==> config.mk <==
export PLATFORM = sky130hd
export DESIGN_NAME = alu8_seq_unit
export DESIGN_NICKNAME = d
export VERILOG_FILES = /design/src/rtl/alu8_pkg.sv /design/src/rtl/alu8_logic8_core.sv /design/src/rtl/alu8_seq_unit.sv
export SDC_FILE = /design/constraint.sdc
export NUM_CORES = 1
export LEC_CHECK = 0
export BUFFER_PORTS_ARGS = -buffer_cell sky130_fd_sc_hd__buf_2
export CAP_MARGIN = 20
export CORE_UTILIZATION = 40
export DETAILED_ROUTE_END_ITERATION = 6
export GPL_ROUTABILITY_DRIVEN = 1
export PLACE_DENSITY = 0.6
export SLEW_MARGIN = 20
export SYNTH_ARGS = -nofsm -noshare
export SYNTH_HDL_FRONTEND = slang
export SYNTH_SLANG_ARGS = --single-unit
==> constraint.sdc <==
create_clock -name clk -period 7.1 [get_ports clk]
set_input_delay 0.355 -clock clk [delete_from_list [all_inputs] [get_ports clk]]
set_output_delay 0.355 -clock clk [all_outputs]
set_load 0.005 [all_outputs]
==> src/rtl/alu8_pkg.sv <==
// Shared opcode and state encodings for the 8-bit ALU sequencing front end.
package alu8_pkg;

    localparam logic [2:0] OP_AND  = 3'b000;
    localparam logic [2:0] OP_OR   = 3'b001;
    localparam logic [2:0] OP_XOR  = 3'b010;
    localparam logic [2:0] OP_NAND = 3'b011;
    localparam logic [2:0] OP_ADD  = 3'b100;
    localparam logic [2:0] OP_SUB  = 3'b101;
    localparam logic [2:0] OP_SHL  = 3'b110;
    localparam logic [2:0] OP_SHR  = 3'b111;

    typedef enum logic [1:0] {
        ST_IDLE  = 2'd0,
        ST_EXEC  = 2'd1,
        ST_SHIFT = 2'd2,
        ST_DONE  = 2'd3
    } state_t;

    // Every 3-bit code is currently defined; the default arm is kept for a wider opcode field.
    function automatic logic op_is_legal(input logic [2:0] op);
        case (op)
            OP_AND, OP_OR, OP_XOR, OP_NAND,
            OP_ADD, OP_SUB, OP_SHL, OP_SHR: op_is_legal = 1'b1;
            default:                        op_is_legal = 1'b0;
        endcase
    endfunction

    function automatic logic op_is_shift(input logic [2:0] op);
        op_is_shift = (op == OP_SHL) || (op == OP_SHR);
    endfunction

endpackage

==> src/rtl/alu8_logic8_core.sv <==
// Combinational bitwise unit: AND / OR / XOR / NAND selected by op[1:0].
module logic8_core
    import alu8_pkg::*;
(
    input  logic [7:0] i_a,
    input  logic [7:0] i_b,
    input  logic [1:0] i_op,
    output logic [7:0] o_y
);

    always_comb begin
        o_y = 8'h00;
        case (i_op)
            OP_AND[1:0]:  o_y = i_a & i_b;
            OP_OR[1:0]:   o_y = i_a | i_b;
            OP_XOR[1:0]:  o_y = i_a ^ i_b;
            OP_NAND[1:0]: o_y = ~(i_a & i_b);
            default:      o_y = 8'h00;
        endcase
    end

endmodule

==> src/rtl/alu8_seq_unit.sv <==
// Sequencing front end for the 8-bit ALU: latches a command, runs one-bit-per-cycle
// shifts, and holds the registered result until the consumer accepts it.
module alu8_seq_unit
    import alu8_pkg::*;
#(
    parameter int CNT_W = 16
) (
    input  logic             clk,
    input  logic             rst,
    input  logic             cmd_valid,
    output logic             cmd_ready,
    input  logic [2:0]       cmd_op,
    input  logic [7:0]       cmd_a,
    input  logic [7:0]       cmd_b,
    output logic             res_valid,
    input  logic             res_ready,
    output logic [7:0]       res_data,
    output logic             res_zero,
    output logic             res_neg,
    output logic             res_carry,
    output logic             res_err,
    output logic [CNT_W-1:0] op_count,
    output logic [1:0]       dbg_state
);

    // Handshakes: a transfer happens on the rising edge where valid && ready are both
    // high; cmd_ready is high only in IDLE, res_valid only in DONE.

    state_t             r_state;
    state_t             w_state_nxt;
    logic [2:0]         r_op;
    logic [7:0]         r_a;
    logic [7:0]         r_b;
    logic [7:0]         r_work;
    logic [2:0]         r_cnt;
    logic               r_sc;
    logic [7:0]         r_res;
    logic               r_zero;
    logic               r_neg;
    logic               r_carry;
    logic               r_err;
    logic [CNT_W-1:0]   r_count;

    logic [7:0]         w_logic;
    logic [8:0]         w_sum;
    logic [8:0]         w_diff;
    logic [7:0]         w_exec_res;
    logic               w_exec_carry;
    logic               w_accept;

    logic8_core u_logic8_core (
        .i_a  (r_a),
        .i_b  (r_b),
        .i_op (r_op[1:0]),
        .o_y  (w_logic)
    );

    assign w_accept = cmd_valid && (r_state == ST_IDLE);
    assign w_sum    = {1'b0, r_a} + {1'b0, r_b};
    // Bit 8 of the 9-bit difference is the borrow, i.e. A < B.
    assign w_diff   = {1'b0, r_a} - {1'b0, r_b};

    always_comb begin
        w_exec_res   = w_logic;
        w_exec_carry = 1'b0;
        case (r_op)
            OP_ADD: begin
                w_exec_res   = w_sum[7:0];
                w_exec_carry = w_sum[8];
            end
            OP_SUB: begin
                w_exec_res   = w_diff[7:0];
                w_exec_carry = w_diff[8];
            end
            default: begin
                w_exec_res   = w_logic;
                w_exec_carry = 1'b0;
            end
        endcase
    end

    always_ff @(posedge clk or posedge rst) begin
        if (rst) begin
            r_state <= ST_IDLE;
        end else begin
            r_state <= w_state_nxt;
        end
    end

    always_comb begin
        w_state_nxt = r_state;
        case (r_state)
            ST_IDLE:  if (cmd_valid) w_state_nxt = op_is_shift(cmd_op) ? ST_SHIFT : ST_EXEC;
            ST_EXEC:  w_state_nxt = ST_DONE;
            ST_SHIFT: if (r_cnt == 3'd0) w_state_nxt = ST_DONE;
            ST_DONE:  if (res_ready) w_state_nxt = ST_IDLE;
            default:  w_state_nxt = ST_IDLE;
        endcase
    end

    always_ff @(posedge clk or posedge rst) begin
        if (rst) begin
            r_op    <= 3'd0;
            r_a     <= 8'h00;
            r_b     <= 8'h00;
            r_work  <= 8'h00;
            r_cnt   <= 3'd0;
            r_sc    <= 1'b0;
            r_res   <= 8'h00;
            r_zero  <= 1'b0;
            r_neg   <= 1'b0;
            r_carry <= 1'b0;
            r_err   <= 1'b0;
            r_count <= '0;
        end else begin
            case (r_state)
                ST_IDLE: begin
                    if (w_accept) begin
                        r_op   <= cmd_op;
                        r_a    <= cmd_a;
                        r_b    <= cmd_b;
                        r_work <= cmd_a;
                        r_cnt  <= cmd_b[2:0];
                        r_sc   <= 1'b0;
                    end
                end
                ST_EXEC: begin
                    r_res   <= w_exec_res;
                    r_carry <= w_exec_carry;
                    r_zero  <= (w_exec_res == 8'h00);
                    r_neg   <= w_exec_res[7];
                    r_err   <= !op_is_legal(r_op);
                end
                ST_SHIFT: begin
                    if (r_cnt != 3'd0) begin
                        // The last bit shifted out becomes the carry flag.
                        if (r_op == OP_SHL) begin
                            r_work <= {r_work[6:0], 1'b0};
                            r_sc   <= r_work[7];
                        end else begin
                            r_work <= {1'b0, r_work[7:1]};
                            r_sc   <= r_work[0];
                        end
                        r_cnt <= r_cnt - 3'd1;
                    end else begin
                        r_res   <= r_work;
                        r_carry <= r_sc;
                        r_zero  <= (r_work == 8'h00);
                        r_neg   <= r_work[7];
                        r_err   <= !op_is_legal(r_op);
                    end
                end
                ST_DONE: begin
                    if (res_ready) begin
                        r_count <= r_count + {{(CNT_W-1){1'b0}}, 1'b1};
                    end
                end
                default: ;
            endcase
        end
    end

    assign cmd_ready = (r_state == ST_IDLE);
    assign res_valid = (r_state == ST_DONE);
    assign res_data  = r_res;
    assign res_zero  = r_zero;
    assign res_neg   = r_neg;
    assign res_carry = r_carry;
    assign res_err   = r_err;
    assign op_count  = r_count;
    assign dbg_state = r_state;

endmodule

# Yosys cells after proc, flatten, opt, wreduce, memory -nomap -nowiden
# Cells that the tools add are included.
[totals]
out_inout_bits = 32
in_bits = 23
ff_bits = 61
[op_classes]
n_addsub = 4
n_reduce_logical = 17
eq_ne = 17
n_mux = 32
bitwise = 4
[op_table]
columns = ["cell", "count"]
rows = [
  ["$pmux W8 S2", 3],
  ["$mux W8", 4],
  ["$pmux W8 S4", 1],
  ["$add A16 B1 Y16 const B", 1],
  ["$logic_not A8 Y1", 2],
  ["$eq A3 B3 Y1 const B", 5],
  ["$pmux W1 S2", 6],
  ["$mux W1", 10],
  ["$add A8 B8 Y9", 1],
  ["$sub A8 B8 Y9", 1],
  ["$and A8 B8 Y8", 1],
  ["$eq A2 B2 Y1 const B", 4],
  ["$mux W2", 4],
  ["$ne A2 B2 Y1 const B", 4],
  ["$not A8 Y8", 1],
  ["$or A8 B8 Y8", 1],
  ["$pmux W2 S4", 1],
  ["$xor A8 B8 Y8", 1],
  ["$mux W3", 2],
  ["$pmux W3 S2", 1],
  ["$reduce_and A2 Y1", 3],
  ["$reduce_and A3 Y1", 2],
  ["$eq A2 B1 Y1 const B", 2],
  ["$logic_not A2 Y1", 2],
  ["8 further kinds", 11],
]

# Logic depth before layout (Yosys ltp)
[depth]
word_depth = 6
depth_mapped = 10
depth_no_buf = 10

# Hierarchy
# A second synthesis with hierarchy kept.
[unflattened]
hier_cells = 449
area_unflattened_um2 = 4206.5
[modules_own_cells]
columns = ["module", "cells_each", "n_inst", "area_per_inst_um2"]
rows = [
  ["alu8_seq_unit", 390, 1, 3653.5],
  ["logic8_core", 59, 1, 553.0],
]

# Least setup slack after synthesis
# OpenSTA, ideal clock, no wires.
[synth_path]
kind = "reg-to-reg"
startpoint = "reg r_b[0]"
endpoint = "reg r_zero (netlist: res_zero)"
required_ps = 7035
period_less_slack_ps = 2320
arrival_ps = 2255
setup_ps = 65
stages_incl_launch_ff = 10
slack_ps = 4780
cell_sequence = "dfrtp_1 ha_1 fa_1 a211oi_2 nor3_1 a21oi_2 xnor2_1 a221o_1 nor4_2 a31o_1"
[synth_between]
elab_chain_cells = 6
elab_cells_between_ends = 10
cone_classes = "add/sub: 2; mux: 3; bitwise: 4; reduce/logical: 1"
[synth_rtl]
columns = ["element", "line_no", "text"]
rows = [
  ["start: declaration", "alu8_seq_unit.sv:33", "logic [7:0] r_b;"],
  ["start signal: assignment", "alu8_seq_unit.sv:121", "r_b <= cmd_b;"],
  ["branches (longest 3 deep; another with $sub A8 B8 Y9)", "--", ""],
  ["$pmux W8 S2 *", "alu8_seq_unit.sv:66", "case (r_op)"],
  ["$logic_not A8 Y1 *", "alu8_seq_unit.sv:130", "r_zero <= (w_exec_res == 8'h00);"],
  ["$pmux W1 S2 *", "alu8_seq_unit.sv:116", "case (r_state)"],
  ["end signal: assignment", "alu8_seq_unit.sv:130", ""],
  ["end signal: assignment", "alu8_seq_unit.sv:148", "r_zero <= (r_work == 8'h00);"],
  ["end: declaration", "alu8_seq_unit.sv:38", "logic r_zero;"],
]
# Mark *: on every way between the ends.
# A chain may end at the register's enable or synchronous reset.

# Final worst setup path
[layout_path]
startpoint = "reg r_state[0] (netlist: dbg_state[0])"
endpoint = "reg r_work[7]"
[layout_between]
elab_chain_cells = 4
elab_cells_between_ends = 8
cone_classes = "eq/ne: 3; mux: 1; reduce/logical: 4"
[layout_rtl]
columns = ["element", "line_no", "text"]
rows = [
  ["start: declaration", "alu8_seq_unit.sv:29", "state_t r_state;"],
  ["start signal: assignment", "alu8_seq_unit.sv:86", "r_state <= w_state_nxt;"],
  ["$logic_not A2 Y1", "alu8_seq_unit.sv:58, alu8_seq_unit.sv:116", ""],
  ["$logic_and A1 B1 Y1", "alu8_seq_unit.sv:58", "assign w_accept = cmd_valid && (r_state == ST_IDLE);"],
  ["$ne A2 B1 Y1 (no line)", "--", ""],
  ["$reduce_and A3 Y1 (no line)", "--", ""],
  ["end signal: assignment", "alu8_seq_unit.sv:122", "r_work <= cmd_a;"],
  ["end signal: assignment", "alu8_seq_unit.sv:138", "r_work <= {r_work[6:0], 1'b0};"],
  ["end signal: assignment", "alu8_seq_unit.sv:141", "r_work <= {1'b0, r_work[7:1]};"],
  ["end: declaration", "alu8_seq_unit.sv:34", "logic [7:0] r_work;"],
]
# Several ways; a longest one is shown, not always the timed one.

==> results.md <==
- Max Freq: 0.384 GHz
- Grt total ovfl: 0
- Clock sinks: 59
- CTS clk-pin slew, worst paths: 0.08 ns
- Core area: 9330 µm²
- N_diodes: 0
- Syn. warnings: 0
- Hold-fix buffers, CTS: 0
- Ports: 55
- Syn nets: 471
- Vias: 3,080
- DP HPWL: 6360 µm
- Post-CTS sizing: 0
- Most common cell in the netlist: dfrtp_1
- Data required, critical path: 7.33 ns
- Num CTS Buffers: 9
- Final period utilization: 0.367
- Final Non-Filler Cells: 595
- Number of DRC markers in iteration 0: 206
- DR vias/cell: 5.18
- Max Cap Violations: 0
- H-tree levels: 3
- Setup Fix Bufs, Post-CTS: 0
- Number of enable flip-flop cells after synthesis: 0
- Outcome: complete, no violations
- Dpl cells: 579
- Clock latency on the worst-skew pair: 0.34 ns
- CTS tree: yes
- Count of cell types in the netlist: 58
- CTS Root Cell: clkbuf_8
- Area grow syn2layout: 13.7%
- Simple-Gate Fraction of Synth Area: 0.129
- Synth Cell Area: 3900 µm²
- Initial Util: 0.418
- FF+latch count, synth: 59
- Power Total: 2.27 mW
- Overall routing resource usage: 0.191
- Antenna Nets Post-Route: 0
- DIE WIDTH: 101 µm
- Hold slack: 0.234 ns
- Synth top area cells: dfrtp_1 38%, ha_1 9.6%, mux2_2 5.8%
- Top cell type's share of synthesized area: 0.378
- Leakage power figure: 2.11 nW
- Setup violations, final: 0
- Layout cell share with drive strength beyond 1: 0.217
- Post-Synth Adder-Cell Area: 0.106
- Relative slew slack: 0.354
- Post-synthesis mux area share: 0.0988
- Final Hold Viols: 0
- Post-synthesis xor/xnor area fraction: 0.0449
- Slew Limit Fails: 0
- CTS max path bufs: 2
- Hold Path Class: in2async
- Height of the die: 101 µm
- Nets@finish: 516
- Top cells by count, synth: 59 x dfrtp_1, 43 x nand2_1, 42 x o21ai_0, 34 x inv_1, 30 x ha_1
- Pin count of the biggest net entering global routing: 60
- Vias in the first global route: 2,992
- GPL Wtd Cong: 0.839
- Antenna violations before repair: 0
- Worst Path Max Fanout: 22
- Mapped Cells: 416
- Area leader, netlist: dfrtp_1
- Pre-CTS WS: 4.48 ns
- Maximum vdd ir drop: 0.188 mV
- Async S/R FF share, synth: 1.00
- First-pass GRT wire length: 14,900 µm
- Sequential area share after synthesis: 0.378
- Drt pass-1 iters: 4
- CP endpoint kind: flip-flop
- Final WS setup: 4.50 ns
- Tmin final: 2.60 ns
- TNS Setup: 0 ns
- Final WL: 8830 µm
- Main combinational cell family by area after synthesis: compound AO/OA/AOI/OAI gates
- Core Rows: 35
- Tightest Pin Transition: 0.966 ns
- # DRC: 0
- Syn Area/Cell: 9.38 µm²
- Post-synthesis compound-gate area fraction: 0.179
- IO buf count: 53
- Most used DFF post-synth: dfrtp_1
- DIE AREA: 10,200 µm²
- Crit Path Class: reg2reg
- Critical Path Source Type: flip-flop
- RSZ-0062 raised after global routing: no
- Worst Skew: 0.00891 ns
- Pwr Density: 511 nW/µm²
- Arr. time, crit path: 2.84 ns
- DR WL/cell: 14.8 µm
==> final timing paths <==
path | end | start | cells after the start | slack (ns)
max in group asynchronous | r_b[2] | rst | 3 | 6.37
setup reg to reg | r_work[7] | dbg_state[0] | 5 | 4.50
hold reg to reg | op_count[15] | op_count[15] | 1 | 0.48
hold / removal | res_data[2] | rst | 3 | 0.23
setup / recovery | r_work[7] | dbg_state[0] | 5 | 4.50
min in group clk | r_op[0] | cmd_op[0] | 2 | 0.24
==> stage by stage <==
stage	instance area [µm²]	utilization
2_1_floorplan	3900	-
3_3_place_gp	4230	0.454
3_5_place_dp	4230	0.454
4_1_cts	4430	0.475
5_1_grt	4430	0.475
6_report	4430	0.475
==> report_power, final <==
group / switching (mW) / total, mW / internal, mW
sequential: 0.144 / 0.621 / 0.476
clock: 0.150 / 0.314 / 0.164
combinational: 0.773 / 1.33 / 0.560
total: 1.07 / 2.27 / 1.20
==> critical path: stages, from the launching register on <==
cell	delay, ns
dfrtp_1	0.38
inv_1	0.09
ha_1	0.26
nand2_1	0.73
o21a_1	0.62
mux2_2	0.40
==> flip-flops by register name, summed over array words and instances (netlist names) <==
register   cells
res_zero       1
r_a            8
op_count      16
r_cnt          3
res_carry      1
dbg_state      2
res_data       8
r_work         8
r_op           3
r_b            8
r_sc           1
==> kinds of logic after synthesis <==
kind of cell,Yosys count
AOI/OAI and AO/OA,108
xor gates and xnor gates,20
adders and majority gates,32
buffers and inverters,56
DFF,59
muxes,36
other,1
and+or+nand+nor,104
==> cells in the final DEF (no fill, tap or decap), types with 2 or more instances in the layout <==
master and n:
a31oi_1 5, nand2b_1 5, buf_4 3, a21oi_1 15, mux2_2 20, xnor2_1 14
nand3_1 9, a21oi_2 2, nor4_1 2, xor2_1 6, buf_2 53, nand4_1 2
clkinv_4 3, nor2_1 17, mux2i_1 16, ha_1 30, clkbuf_8 9, dfrtp_1 59
nor3_1 7, fa_1 2, nand2_1 43, a311oi_1 2, o21ai_0 42, inv_1 33
o21bai_1 6, o31ai_1 4, and4_1 2, nor2b_1 9, a211oi_1 8, o211ai_1 6
==> per-layer routing <==
layer / wire length [µm] / GRT usage / up-vias
met4: 131 / 0.0557 / 0
met5: 0 / 0 / -
li1: - / - / 1540
met3: 380 / 0.0513 / 12
met2: 3980 / 0.289 / 78
met1: 4340 / 0.268 / 1450
==> final cells by class <==
cell class              instances  area [µm²]
clock buffers                   9         124
clock inverters                 7        77.6
inverters                      34         128
flip-flops and latches         59        1480
well taps                     129         161
repair buffers                 56         288
fillers                       914        4890
multi-input cells             301        2180
(Power assumes the default switching activity.)
